--- config.mk ---
export PLATFORM = sky130hd
export DESIGN_NAME = user_event_gen
export DESIGN_NICKNAME = d
export VERILOG_FILES = /design/src/rtl/user_event_gen.sv
export SDC_FILE = /design/constraint.sdc
export NUM_CORES = 1
export LEC_CHECK = 0
export CAP_MARGIN = 10
export CORE_MARGIN = 2
export CORE_UTILIZATION = 45
export DETAILED_ROUTE_END_ITERATION = 7
export GPL_TIMING_DRIVEN = 0
export MAX_ROUTING_LAYER = met4
export PLACE_DENSITY = 0.6
export RECOVER_POWER = 50
export SLEW_MARGIN = 20
export SYNTH_ARGS = -nofsm -noshare
export SYNTH_HDL_FRONTEND = slang
export SYNTH_SLANG_ARGS = --single-unit
--- constraint.sdc ---
create_clock -name clk_i -period 13.6 [get_ports clk_i]
set_clock_uncertainty 0.1 [all_clocks]
set_input_delay 1.36 -clock clk_i [delete_from_list [all_inputs] [get_ports clk_i]]
set_output_delay 1.36 -clock clk_i [all_outputs]
set_load 0.005 [all_outputs]
--- src/rtl/user_event_gen.sv ---
`default_nettype none

// ============================================================================
// Package : user_event_pkg
// Description : Event codes exchanged between user_event_gen and the game logic.
// Revision : 1.0 - initial release
// ============================================================================
package user_event_pkg;

    typedef enum logic [2:0] {
        EV_DOWN     = 3'd0,
        EV_LEFT     = 3'd1,
        EV_RIGHT    = 3'd2,
        EV_ROTATE   = 3'd3,
        EV_NEW_GAME = 3'd4
    } user_event_t;

endpackage

// ============================================================================
// Module : user_event_gen
// Description : Turns raw player buttons and a gravity timer into a stream of
//               user_event_t codes delivered through a show-ahead FIFO.
//               Buttons are synchronised, debounced and edge-detected;
//               LEFT/RIGHT/DOWN auto-repeat while held. One pending flag per
//               source plus a fixed-priority arbiter guarantee that no event is
//               lost while the FIFO has room; repeated events on a source that
//               is still pending are coalesced and flagged on overflow_o.
// Revision : 1.0 - initial release
// ----------------------------------------------------------------------------
// Ports:
//   clk_i               in   system clock
//   rst_i               in   asynchronous reset, active-high
//   btn_left_i          in   raw button, active-high, asynchronous
//   btn_right_i         in   raw button
//   btn_down_i          in   raw button
//   btn_rotate_i        in   raw button
//   btn_new_game_i      in   raw button
//   gravity_en_i        in   1 = game running, gravity timer counts
//   user_event_o        out  FIFO head, valid while user_event_ready_o = 1
//   user_event_ready_o  out  FIFO not empty
//   user_event_rd_req_i in   consumer pop request
//   overflow_o          out  sticky, set when an event had to be coalesced
// ============================================================================
module user_event_gen
    import user_event_pkg::*;
#(
    parameter int FIFO_DEPTH     = 4,
    parameter int DEBOUNCE_TICKS = 50000,
    parameter int REPEAT_DELAY   = 10000000,
    parameter int REPEAT_PERIOD  = 2500000,
    parameter int GRAVITY_TICKS  = 25000000
) (
    input  logic        clk_i,
    input  logic        rst_i,
    input  logic        btn_left_i,
    input  logic        btn_right_i,
    input  logic        btn_down_i,
    input  logic        btn_rotate_i,
    input  logic        btn_new_game_i,
    input  logic        gravity_en_i,
    output user_event_t user_event_o,
    output logic        user_event_ready_o,
    input  logic        user_event_rd_req_i,
    output logic        overflow_o
);

    // Source indices; a lower index means higher arbitration priority.
    localparam int c_SRC_NEW_GAME = 0;
    localparam int c_SRC_ROTATE   = 1;
    localparam int c_SRC_LEFT     = 2;
    localparam int c_SRC_RIGHT    = 3;
    localparam int c_SRC_DOWN     = 4;
    localparam int c_SRC_GRAVITY  = 5;
    localparam int c_NUM_BTN      = 5;
    localparam int c_NUM_SRC      = 6;

    localparam int c_PTR_W  = $clog2(FIFO_DEPTH);
    localparam int c_DEB_W  = $clog2(DEBOUNCE_TICKS + 1);
    localparam int c_REP_MAX = (REPEAT_DELAY > REPEAT_PERIOD) ? REPEAT_DELAY : REPEAT_PERIOD;
    localparam int c_REP_W  = $clog2(c_REP_MAX + 1);
    localparam int c_GRAV_W = $clog2(GRAVITY_TICKS + 1);

    localparam logic [c_DEB_W-1:0]  c_DEB_LAST        = c_DEB_W'(DEBOUNCE_TICKS - 1);
    localparam logic [c_REP_W-1:0]  c_REP_DELAY_LOAD  = c_REP_W'(REPEAT_DELAY - 1);
    localparam logic [c_REP_W-1:0]  c_REP_PERIOD_LOAD = c_REP_W'(REPEAT_PERIOD - 1);
    localparam logic [c_GRAV_W-1:0] c_GRAV_LAST       = c_GRAV_W'(GRAVITY_TICKS - 1);

    // ------------------------------------------------------------------------
    // Button input path
    // ------------------------------------------------------------------------
    logic [c_NUM_BTN-1:0] w_btn_raw;
    logic [c_NUM_BTN-1:0] w_btn_press;
    logic [c_NUM_BTN-1:0] w_btn_repeat;

    assign w_btn_raw = {btn_down_i, btn_right_i, btn_left_i, btn_rotate_i, btn_new_game_i};

    for (genvar gi = 0; gi < c_NUM_BTN; gi++) begin : g_btn
        logic               r_sync1;
        logic               r_sync2;
        logic               r_level;
        logic               r_level_d;
        logic [c_DEB_W-1:0] r_deb_cnt;

        // The debounce count measures consecutive cycles the synchronised
        // input disagrees with the accepted level; agreement restarts it.
        always_ff @(posedge clk_i or posedge rst_i) begin
            if (rst_i) begin
                r_sync1   <= 1'b0;
                r_sync2   <= 1'b0;
                r_level   <= 1'b0;
                r_level_d <= 1'b0;
                r_deb_cnt <= '0;
            end else begin
                r_sync1   <= w_btn_raw[gi];
                r_sync2   <= r_sync1;
                r_level_d <= r_level;
                if (r_sync2 == r_level) begin
                    r_deb_cnt <= '0;
                end else if (r_deb_cnt == c_DEB_LAST) begin
                    r_level   <= r_sync2;
                    r_deb_cnt <= '0;
                end else begin
                    r_deb_cnt <= r_deb_cnt + 1'b1;
                end
            end
        end

        assign w_btn_press[gi] = r_level & ~r_level_d;

        if (gi >= c_SRC_LEFT) begin : g_repeat
            logic [c_REP_W-1:0] r_rep_cnt;

            // Down-counter loaded in the press cycle; reaching zero while the
            // button is still held fires a repeat and reloads the period.
            always_ff @(posedge clk_i or posedge rst_i) begin
                if (rst_i) begin
                    r_rep_cnt <= '0;
                end else if (!r_level) begin
                    r_rep_cnt <= '0;
                end else if (!r_level_d) begin
                    r_rep_cnt <= c_REP_DELAY_LOAD;
                end else if (r_rep_cnt == '0) begin
                    r_rep_cnt <= c_REP_PERIOD_LOAD;
                end else begin
                    r_rep_cnt <= r_rep_cnt - 1'b1;
                end
            end

            assign w_btn_repeat[gi] = r_level & r_level_d & (r_rep_cnt == '0);
        end else begin : g_no_repeat
            assign w_btn_repeat[gi] = 1'b0;
        end
    end

    // ------------------------------------------------------------------------
    // Gravity timer
    // ------------------------------------------------------------------------
    logic [c_GRAV_W-1:0] r_grav_cnt;
    logic                w_grav_fire;

    always_ff @(posedge clk_i or posedge rst_i) begin
        if (rst_i) begin
            r_grav_cnt <= '0;
        end else if (!gravity_en_i || (r_grav_cnt == c_GRAV_LAST)) begin
            r_grav_cnt <= '0;
        end else begin
            r_grav_cnt <= r_grav_cnt + 1'b1;
        end
    end

    assign w_grav_fire = gravity_en_i & (r_grav_cnt == c_GRAV_LAST);

    // ------------------------------------------------------------------------
    // FIFO status (needed by the arbiter)
    // ------------------------------------------------------------------------
    logic [c_PTR_W:0] r_wr_ptr;
    logic [c_PTR_W:0] r_rd_ptr;
    logic             w_empty;
    logic             w_full;
    logic             w_pop;

    assign w_empty = (r_wr_ptr == r_rd_ptr);
    assign w_full  = (r_wr_ptr[c_PTR_W] != r_rd_ptr[c_PTR_W]) &&
                     (r_wr_ptr[c_PTR_W-1:0] == r_rd_ptr[c_PTR_W-1:0]);
    assign w_pop   = user_event_rd_req_i & ~w_empty;

    // ------------------------------------------------------------------------
    // Pending flags and fixed-priority arbiter
    // ------------------------------------------------------------------------
    logic [c_NUM_SRC-1:0] r_pending;
    logic [c_NUM_SRC-1:0] w_src_event;
    logic [c_NUM_SRC-1:0] w_grant;
    logic [c_NUM_SRC-1:0] w_pending_nxt;
    logic                 w_wr_en;
    logic                 w_coalesce;
    user_event_t          w_wr_event;
    logic                 r_overflow;

    assign w_src_event = {w_grav_fire, w_btn_press | w_btn_repeat};

    // A full FIFO still accepts a write when the consumer pops in the same cycle.
    assign w_wr_en = (|r_pending) & (~w_full | w_pop);

    always_comb begin
        w_grant    = '0;
        w_wr_event = EV_DOWN;
        if (w_wr_en) begin
            if (r_pending[c_SRC_NEW_GAME]) begin
                w_grant[c_SRC_NEW_GAME] = 1'b1;
                w_wr_event              = EV_NEW_GAME;
            end else if (r_pending[c_SRC_ROTATE]) begin
                w_grant[c_SRC_ROTATE] = 1'b1;
                w_wr_event            = EV_ROTATE;
            end else if (r_pending[c_SRC_LEFT]) begin
                w_grant[c_SRC_LEFT] = 1'b1;
                w_wr_event          = EV_LEFT;
            end else if (r_pending[c_SRC_RIGHT]) begin
                w_grant[c_SRC_RIGHT] = 1'b1;
                w_wr_event           = EV_RIGHT;
            end else if (r_pending[c_SRC_DOWN]) begin
                w_grant[c_SRC_DOWN] = 1'b1;
                w_wr_event          = EV_DOWN;
            end else begin
                w_grant[c_SRC_GRAVITY] = 1'b1;
                w_wr_event             = EV_DOWN;
            end
        end
    end

    // A flag being granted this cycle is free to take a new event, so only a
    // flag that stays pending turns a new event into a coalesce.
    always_comb begin
        w_pending_nxt = (r_pending & ~w_grant) | w_src_event;
        if (!gravity_en_i) begin
            w_pending_nxt[c_SRC_GRAVITY] = 1'b0;
        end
    end

    assign w_coalesce = |(r_pending & ~w_grant & w_src_event);

    always_ff @(posedge clk_i or posedge rst_i) begin
        if (rst_i) begin
            r_pending  <= '0;
            r_overflow <= 1'b0;
        end else begin
            r_pending  <= w_pending_nxt;
            r_overflow <= r_overflow | w_coalesce;
        end
    end

    // ------------------------------------------------------------------------
    // Show-ahead event FIFO
    // ------------------------------------------------------------------------
    user_event_t r_mem [FIFO_DEPTH];

    always_ff @(posedge clk_i or posedge rst_i) begin
        if (rst_i) begin
            r_wr_ptr <= '0;
            r_rd_ptr <= '0;
            for (int i = 0; i < FIFO_DEPTH; i++) begin
                r_mem[i] <= EV_DOWN;
            end
        end else begin
            if (w_wr_en) begin
                r_mem[r_wr_ptr[c_PTR_W-1:0]] <= w_wr_event;
                r_wr_ptr                     <= r_wr_ptr + 1'b1;
            end
            if (w_pop) begin
                r_rd_ptr <= r_rd_ptr + 1'b1;
            end
        end
    end

    assign user_event_o       = r_mem[r_rd_ptr[c_PTR_W-1:0]];
    assign user_event_ready_o = ~w_empty;
    assign overflow_o         = r_overflow;

endmodule

`default_nettype wire

Word-level counts from Yosys, hierarchy flattened:

Index checks and enable logic that the tools add are counted.

* input port bits: 9
* output and inout bits: 5
* logic and storage cells: 157
* register bits: 222

* equal/unequal tests: 14
* bitwise logic cells: 35
* multiplexer cells: 43
* reductions and logical operators: 14
* add/sub/neg operators: 11
* order comparisons: 3

Operators by type and width (number)
* $mux W24: 9
* $mux W16: 10
* $add A16 B1 Y16 const B: 5
* $eq A16 B16 Y1 const B: 5
* $logic_not A24 Y1: 3
* $sub A24 B1 Y24 const B: 3
* $add A25 B1 Y25 const B: 1
* $eq A25 B25 Y1 const B: 1
* $mux W25: 1
* $mux W3: 6
* $and A1 B1 Y1: 14
* $and A6 B6 Y6: 2
* $bwmux W12: 1
* $not A1 Y1: 12
* $reduce_or A6 Y1: 2
* $reduce_and A2 Y1: 5
* $mux W2: 4
* $mux W1: 7
* $add A3 B1 Y3 const B: 2
* $bmux W3 S2: 1
* $demux W3 S2: 1
* $ge A3 B3 Y1 const B: 2
* $mux W6: 1
* $not A2 Y3: 2
* other kinds (14): 20

Logic depth before layout (Yosys ltp):

* depth after elaboration: 11
* gate-level depth with buffers: 8
* depth with buffers taken out: 7

Least setup slack after synthesis:

No wires, ideal clock.

* path type: reg2out
* from: register r_rd_ptr[0]
* to: output user_event_o[0]
* data required time: 12.140 ns
* slack: 10.993 ns
* cell stages (with the launch flop): 3
* arrival time: 1.147 ns
* path buffers: 1
* cells stage by stage: dfrtp_1 clkbuf_1 mux4_2

* word-level cells in the longest chain between the ends: 4

Ends and longest elaborated chain
* start, declared: line 178 `logic [c_PTR_W:0] r_rd_ptr;`
* start signal, assigned: line 270 `r_rd_ptr <= r_rd_ptr + 1'b1;`
* $not A2 Y3 (implied by the code): line 275 `assign user_event_o = r_mem[r_rd_ptr[c_PTR_W-1:0]];`
* $bmux W3 S2: line 275
* $mux W3 (implied by the code) (2 in series): line 275
* end, declared: line 62 `output user_event_t user_event_o,`

Every way passes these cells. The select of a mux whose other input is x is not followed.

==> impl_metrics.csv <==
group,metric,value,unit
clocking,clockBufferDepth,3,
global_routing,grt_pass1_wl,35.18,mm
route,wl_per_cell,14.12,um
yosys,ys_seq_area_frac,0.5222,
route,antenna_left,0,
yosys,synth_top_cell_area_share,0.5222,
cells_and_area,num-nets-final,1110,
placed_design,port_buffers,13,
route,first_iter_violations,354,
critical_path,crit_arrival,6.08,ns
yosys,syn-num-nets,1067,
sta,worst-slew-pin-transition,3.716,ns
clocking,cts_hold_buffers,0,
outcome,violations,"max-capacitance violations, max-slew violations",
critical_path,crit_path_end_kind,"async pin",
power_and_ir_drop,leakage,0.005594,uW
sta,relSlewSlack,-1.477,
clocking,cts_sinks,222,
global_routing,antenna_found_initial,0,
sta,rsz0062_at_grt,"no",
yosys,async_flop_share,1.000,
critical_path,r2r_cells,5,
cells_and_area,diodes,0,
hold_path,holdPathStages,0,
sta,finalSetupViolations,0,
clocking,clock_latency,0.53,ns
floorplan,core_area,23330,um^2
floorplan,fp.dieArea,24890,um^2
yosys,syn_inst,1041,
cells_and_area,area_growth,13.44,%
clocking,post_cts_buffers,0,
route,vias,7535,
yosys,synth-edff-count,0,
yosys,yosysUniqueCellTypes,62,
yosys,yosysMostFrequentCell,"dfrtp_1",
sta,slew_viol_final,124,
sta,max_freq,0.1561,GHz
global_routing,grt_usage,0.1740,
global_routing,first_global_vias,7387,
hold_path,hold_path.class,"reg -> reg",
clocking,htreeDepth,1,
cells_and_area,drive_gt1_frac,0.07078,
global_routing,grt_use_met2,0.2673,
cells_and_area,final_util,0.5173,
placed_design,post-dp-hpwl,13.10,mm
floorplan,io_pins,14,
clocking,cts.clk_slew.worst_paths,0.06,ns
sta,finalHoldViolCount,0,
yosys,yosysWarnings,0,
yosys,syn_avg_cell_area,10.22,um^2
yosys,synth_top_cell_by_area,"dfrtp_1",
job,drv_cap,2,
sta,fin_crit_sh,0.4711,
critical_path,required,13.27,ns
yosys,synth_common_cells,"222 x dfrtp_1, 148 x nor2_1, 82 x xor2_1",
global_routing,use_met1,0.2418,
power_and_ir_drop,peakVddDrop,0.00007622,V
global_routing,grt.overflow.total,0,
global_routing,grt_max_degree,102,
power_and_ir_drop,powerDensity,120.5,nW/um^2
floorplan,num_rows,56,
route,drc_errors,0,
sta,min_period,6.407,ns
clocking,cts_root_buf,"clkbuf_16",
placed_design,routabilityCongestion,0.8040,
floorplan,die_h,157.8,um
yosys,syn-cell-area,10640,um^2
yosys,ys.flop_type,"dfrtp_1",
sta,fin_setup_tns,0,ns
critical_path,path_max_fanout,70,
route,viasPerCell,5.303,
floorplan,fp.dieW,157.8,um
clocking,cts_made_buffers,26,
global_routing,top_usage_layer,"met2",
yosys,yosys_register_bits,222,
critical_path,crit_path_start_kind,"primary input",
route,drtPass1Iterations,6,
yosys,synthTopCellsByArea,"dfrtp_1 52%, xor2_1 6.8%, xnor2_1 5.5%",
route,wl,20.07,mm
critical_path,path_class,"in -> async",
clocking,cts_resized,0,
outcome,status,"finished with violations",
clocking,cts_tree,"yes",
floorplan,initial_core_util,0.4560,
global_routing,met3_usage,0.02464,
-- cell type report --
| class | count | area (um^2) |
|---|---|---|
| fillers | 2186 | 11260 |
| inverters | 27 | 102.6 |
| repair buffers | 15 | 161.4 |
| multi-input cells | 760 | 4850 |
| well taps | 319 | 399.1 |
| plain buffers | 32 | 132.6 |
| clock inverters | 6 | 83.83 |
| clock buffers | 40 | 784.5 |
| flip-flops and latches | 222 | 5555 |
-- per-layer routing --
metal | vias to the layer above | part of all wire
li1 | 3744 | -
met1 | 3651 | 0.50
met2 | 98 | 0.44
met3 | 42 | 0.031
met4 | 0 | 0.027
met5 | - | 0
-- sequential cells by signal (all words and copies together) (netlist names), 5 cells and up --
| register | cells |
|---|---|
| g_btn.g_repeat.r_rep_cnt | 72 |
| g_btn.r_deb_cnt | 80 |
| g_btn.r_level | 5 |
| g_btn.r_level_d | 5 |
| g_btn.r_sync1 | 5 |
| g_btn.r_sync2 | 5 |
| r_grav_cnt | 25 |
| r_mem | 12 |
| r_pending | 6 |
-- layout by cell type, fill, tap and decap left out, types with 4 or more instances in the layout --
cell type        count
dfrtp_1            222
nor2_1             148
xor2_1              82
nand2_1             73
xnor2_1             67
nor3_1              61
nand3_1             54
clkbuf_1            34
nand4_1             30
clkbuf_16           27
inv_1               26
a21oi_1             23
nor4_1              20
o21ai_0             20
ha_1                17
and3_1              15
or4_1               13
mux2_2              11
or3_1               11
a31oi_1              8
a211oi_1             7
and4_1               7
dlygate4sd3_1        7
o21a_1               6
clkbuf_8             6
clkdlybuf4s50_1      6
and2_1               5
a22o_1               4
nand3b_1             4
or2_2                4
nor3b_1              4
a21boi_0             4
nand2b_1             4
o31ai_1              4
buf_2                4
a31oi_2              4
-- cells by family after synthesis --
kind of cell	synth area share
mux	0.01988
buf+inv	0.02199
fa+ha+maj	0.01999
flops	0.5222
xor+xnor	0.1227
compound gates	0.07021
simple gates	0.2231
-- power breakdown --
part	total (uW)	leakage [uW]	internal (uW)	switching (uW)
clock network	698	0.000428	432	265
logic	73.8	0.00212	32.7	41.2
registers	683	0.00304	672	11.0
total	1450	0.00559	1140	318
-- path summary, 6_finish.rpt --
kind	startpoint	end	slack, ns
max	rst_i	g_btn[0].r_deb_cnt[14]	7.19
min	g_btn[2].r_sync1	g_btn[2].r_sync2	0.25
max reg2reg	g_btn[2].g_repeat.r_rep_cnt[10]	g_btn[2].g_repeat.r_rep_cnt[20]	10.97
min reg2reg	g_btn[2].r_sync1	g_btn[2].r_sync2	0.25
max in group clk_i	r_rd_ptr[0]	user_event_o[0]	9.84
min in group asynchronous	rst_i	g_btn[2].r_sync1	1.85
-- per-stage QoR --
stage | hold slack, ns | setup WS (ns) | cell area [um^2] | total power [uW] | std cells
after global routing | 0.2557 | 6.127 | 12070 | 1512 | 1421
final | 0.2477 | 7.193 | 12070 | 1454 | 1421
after CTS | 0.2500 | 9.780 | 12100 | 1480 | 1421
after global placement | 0.2345 | 2.985 | 11170 | 769.2 | 1373
after detailed placement | 0.2371 | 10.27 | 11230 | 772.4 | 1375
after floorplan | 0.2312 | 6.062 | 10640 | 741.9 | 1041
-- worst max-delay path: stages --
cell	delay, ns
dlygate4sd3_1	0.54
clkinvlp_2	1.38
clkbuf_1	2.70
(Power assumes the default switching activity.)
